## config.mk

```make
export PLATFORM = sky130hd
export DESIGN_NAME = pulse_gen
export DESIGN_NICKNAME = d
export VERILOG_FILES = /design/src/rtl/pulse_gen.sv
export SDC_FILE = /design/constraint.sdc
export NUM_CORES = 1
export LEC_CHECK = 0
export ABC_AREA = 1
export BUFFER_PORTS_ARGS = -buffer_cell sky130_fd_sc_hd__buf_2
export CORE_MARGIN = 3
export CORE_UTILIZATION = 30
export CTS_CLUSTER_SIZE = 25
export DETAILED_ROUTE_END_ITERATION = 10
export HOLD_SLACK_MARGIN = 0.08
export PLACE_DENSITY = 0.46
export SYNTH_ARGS = -nofsm -noshare
export SYNTH_HDL_FRONTEND = slang
export SYNTH_SLANG_ARGS = --single-unit
```

## constraint.sdc

```tcl
create_clock -name clk -period 3.25 [get_ports clk]
set_clock_uncertainty 0.2 [all_clocks]
set_input_delay 0.4875 -clock clk [delete_from_list [all_inputs] [get_ports clk]]
set_output_delay 0.4875 -clock clk [all_outputs]
set_load 0.005 [all_outputs]
```

## src/rtl/pulse_gen.sv

```systemverilog
// pulse_gen: turns 1-cycle triggers into pulses of programmable width and gap
// Ports:
//   clk, rstn        clock and synchronous active-low reset
//   trig             one pulse request per cycle high
//   clr              synchronous flush of queue and current pulse
//   pol              0: idle low / pulse high, 1: idle high / pulse low
//   high_len,low_len active width and minimum gap in cycles (0 means 1)
//   Y                registered waveform
//   busy             pulse in progress or requests queued
//   pend_cnt         queued requests not yet started
//   ovf              one-cycle flag for a request dropped on a full queue
module pulse_gen #(
  parameter int CNT_W  = 16,
  parameter int PEND_W = 4
) (
  input  logic              clk,
  input  logic              rstn,
  input  logic              trig,
  input  logic              clr,
  input  logic              pol,
  input  logic [CNT_W-1:0]  high_len,
  input  logic [CNT_W-1:0]  low_len,
  output logic              Y,
  output logic              busy,
  output logic [PEND_W-1:0] pend_cnt,
  output logic              ovf
);
  localparam logic [1:0] IDLE = 2'd0;
  localparam logic [1:0] HIGH = 2'd1;
  localparam logic [1:0] LOW  = 2'd2;
  localparam logic [PEND_W-1:0] PEND_MAX = '1;
  logic [1:0]        state, state_n;
  logic [CNT_W-1:0]  cnt, cnt_n, high_m1, low_m1;
  logic [PEND_W-1:0] pend_n;
  logic              free, go, high_done, ovf_n;
  always_comb begin
    high_m1   = (high_len == '0) ? '0 : high_len - 1'b1;
    low_m1    = (low_len == '0) ? '0 : low_len - 1'b1;
    // the last gap cycle may launch the next pulse directly, skipping IDLE
    free      = (state == IDLE) || (state == LOW && cnt == '0);
    go        = free && (trig || pend_cnt != '0);
    high_done = (state == HIGH) && (cnt == '0);
    state_n   = go ? HIGH : free ? IDLE : high_done ? LOW : state;
    cnt_n     = go ? high_m1 : high_done ? low_m1 : (cnt != '0) ? cnt - 1'b1 : '0;
    // a start with trig present swaps the new request for the queued one
    pend_n    = go ? ((pend_cnt != '0 && !trig) ? pend_cnt - 1'b1 : pend_cnt)
                   : (trig && pend_cnt != PEND_MAX) ? pend_cnt + 1'b1 : pend_cnt;
    ovf_n     = !go && trig && (pend_cnt == PEND_MAX);
  end
  always_ff @(posedge clk) begin
    if (!rstn) begin
      state    <= IDLE;
      cnt      <= '0;
      pend_cnt <= '0;
      ovf      <= 1'b0;
      busy     <= 1'b0;
      Y        <= 1'b0;
    end else if (clr) begin
      state    <= IDLE;
      cnt      <= '0;
      pend_cnt <= '0;
      ovf      <= 1'b0;
      busy     <= 1'b0;
      Y        <= pol;
    end else begin
      state    <= state_n;
      cnt      <= cnt_n;
      pend_cnt <= pend_n;
      ovf      <= ovf_n;
      busy     <= (state_n != IDLE) || (pend_n != '0);
      Y        <= (state_n == HIGH) ^ pol;
    end
  end
endmodule

```

==> summary.txt <==
Pwr
  – Switch Pwr: between 400 and 500 uW
  – Reg power frac: 0.334
  – Total power: approximately 1.1 mW
  – Max rail drop VDD: roughly 0.18 mV
  – Combinational share of power: 0.477
  – Int Pwr: around 600 uW
  – Total leakage power: between 1 and 1.5 nW
  – Switching share of total power: 0.431
  – Pwr Density: around 360 nW/um^2
  – Power share of the clock group: 0.190

Cells and area
  – Final net count: around 540
  – Antenna cells: 0
  – Area grow syn2layout: 13.5%
  – FILL cells: approximately 970
  – Final Util: 0.351
  – Share of layout cells above drive strength 1: 0.134
  – Final Non-Filler Cells: about 600

Worst setup path
  – Most frequent CP cell: nor2_1
  – Buf+Inv Stages, Crit Path: 3
  – Cells on worst reg2reg path: 11
  – Slowest-stage cell, CP: dfxtp_1
  – Worst path required time: ~3.2 ns
  – Critical Path Fanout Max: 19
  – CP delay by family, top: simple AND/OR/NAND/NOR gates
  – Reg2reg start: pend_cnt[0]
  – Critical path arrival: 2.14 ns
  – Cell Chain, Critical Path: inv_1 -> ha_1 -> inv_1 -> nor2_1 -> nand3_1 -> nand3_4 -> clkinv_2 -> nand2_1 -> nand2_1 -> nor2_1 -> nor2_1
  – Crit end category: flip-flop
  – WP depth: 11
  – Worst setup path startpoint: pend_cnt[0]
  – Critical path type: flip-flop to flip-flop
  – CP peak stage delay: 0.36 ns
  – Startpoint types: flip-flop

Logic synthesis
  – Main combinational cell family by area after synthesis: simple AND/OR/NAND/NOR gates
  – Syn Nets: ~500
  – Simple-gate share of the synthesized area: 0.513
  – Cell Area, Synth: between 2000 and 3000 sq um
  – Multiplexer area fraction after synthesis: 0.00881
  – YS warnings: 0
  – Synthesized area per cell: 5.62 sq um
  – Post-synth EDFFs: 0
  – Ys flop type: dfxtp_1
  – Flops & latches, synth: 25
  – Post-Synth Adder-Cell Area: 0.0343
  – Post-synthesis compound-gate area fraction: 0.0690
  – Cell count after synthesis: ~460
  – Post-synth ARST share: 0
  – Post-synthesis cell type count: 26
  – XOR/XNOR Fraction of Synth Area: 0.0891
  – Sequential share of the synthesized area: 0.196

Floorplanning
  – Full die area: 9660 sq um
  – Die width: slightly below 100 microns
  – IO Pins: 44
  – Core Rows: 33
  – Die Span Y: 98.3 microns
  – Starting Density: 0.309
  – Core Region: ~8300 sq um

GRT
  – Vias in the first global route: 2644
  – Largest net degree at the start of global routing: 25
  – First-pass GRT wire length: approximately 12000 microns
  – Initial antenna violation count: 0
  – Total congestion overflow: 0
  – Gr usage total: 0.150

Detailed routing
  – Wire per inst: about 12 microns
  – Metal2 WL: around 3000 microns
  – Vias per inst: roughly 4.6
  – Met1 Wirelength: 3720 microns
  – Max Used Layer: met4
  – Met3 WL: ~320 microns
  – Iter 0 DRT Violations: roughly 150
  – Residual DRC: 0
  – Post-DRT Antenna Nets: 0
  – Routed Wire Length: between 7000 and 8000 microns
  – DR vias: 2778
  – DRT Pass-1 Iters: 6

Placement
  – Port buffer count: between 40 and 50
  – Final HPWL DP: ~5800 microns
  – DP Cell Count: approximately 590
  – Placer Congestion: about 0.9

Timing
  – Maximum clock rate: around 0.46 GHz
  – Setup TNS Final: 0 ns
  – Final period util: 0.672
  – Fin. Hold Viols: 0
  – Min Tclk post-route: 2.18 ns
  – Final Max Slew Viols: 0
  – Setup Viol. Count Final: 0
  – RSZ-0062 raised after global routing: false
  – Slew @ Worst Pin: approximately 0.90 ns
  – Rel. slew slack: 0.398
  – Hold_ws: 0.222 ns

Clock network
  – Post-CTS sizing: 0
  – CTS tree: done
  – TritonCTS buffer count: 3
  – Clk slew on worst S/H paths: approximately 0.10 ns
  – Max clock buf depth: 2
  – H-tree levels: 1
  – Clock Tree Root: clkbuf_8
  – CTS Hold Bufs: 0
  – Setup Fix Bufs, Post-CTS: 0
  – Clock Latency Late Sink: around 0.29 ns
  – CTS sink count: 25

Worst hold path
  – Hold path depth: 3
  – Hold Crit Class: primary input to flip-flop
  – Worst hold start: rstn

Run
  – Max-cap viol count: 0

Status
  – Status: finished clean
tightest hold or removal path, delay by kind of cell:
kind                   cells  cell delay, ns
and+or+nand+nor            2            0.08
buffers and inverters      1            0.10
cell usage in the layout, fill, tap and decap left out, drive strengths merged:
master	instances
o21ai	9
clkinvlp	1
xnor2	3
nand3	57
nand4	6
ha	7
nor2	90
nor3	6
or2	3
inv	44
buf	44
nand2	143
xor2	23
clkbuf	3
dfxtp	25
nand3b	1
clkinv	1
a21oi	24
a21o	1
mux2	2
layer usage:
layer | global-route usage | vias up
met2 | 0.236 | 73
met3 | 0.0136 | 14
met5 | 0 | -
met1 | 0.213 | 1177
li1 | - | 1514
met4 | 0.0578 | 0
synthesized netlist by cell type (all sizes together) (3+ instances only):
library cell / number / area, sq um
nand4: 6 / 37.5
nand3: 57 / 298
nor2: 90 / 365
or2: 3 / 18.8
nand2: 143 / 554
nor3: 6 / 30.0
ha: 7 / 87.6
o21ai: 9 / 45.0
a21oi: 24 / 124
inv: 44 / 165
xnor2: 3 / 26.3
xor2: 23 / 201
clkbuf: 3 / 11.3
buf: 7 / 47.5
dfxtp: 25 / 500
final cells by class:
| type | instances | area, sq um | share of cell area |
|---|---|---|---|
| clock buffers | 3 | 41.3 | 0.0142 |
| clock inverters | 1 | 7.51 | 0.00259 |
| repair buffers | 44 | 223 | 0.0768 |
| well taps | 105 | 131 | 0.0453 |
| flip-flops and latches | 25 | 500 | 0.173 |
| inverters | 45 | 170 | 0.0587 |
| multi-input cells | 375 | 1830 | 0.630 |
final timing paths:
kind	to	slack, ns
max	busy	1.07
min	Y	0.22
max reg2reg	busy	1.07
min reg2reg	state[0]	0.33
cells by family after synthesis:
group,Yosys count
xor+xnor,26
simple gates,306
compound gates,34
fa+ha+maj,7
mux,2
buf+inv,55
flops,25
power by group through the flow:
| stage | logic (mW) | clock network, mW | registers, mW |
|---|---|---|---|
| 3_5_place_dp | 0.502 | 0 | 0.359 |
| 2_1_floorplan | 0.384 | 0 | 0.353 |
| 6_report | 0.503 | 0.200 | 0.352 |
| 3_3_place_gp | 0.507 | 0 | 0.360 |
| 5_1_grt | 0.583 | 0.218 | 0.356 |
| 4_1_cts | 0.504 | 0.205 | 0.352 |
registers in the layout (all words and copies together), names as in the netlist:
signal and count:
ovf 1, busy 1, pend_cnt 4, state 2, Y 1, cnt 16
stage by stage:
stage,setup slack [ns],cell area (sq um)
2_1_floorplan,1.32,2550
3_3_place_gp,0.827,2850
3_5_place_dp,0.822,2850
4_1_cts,1.05,2900
5_1_grt,0.838,2900
6_report,1.07,2900
No activity file was read; power rests on OpenSTA's default activity.
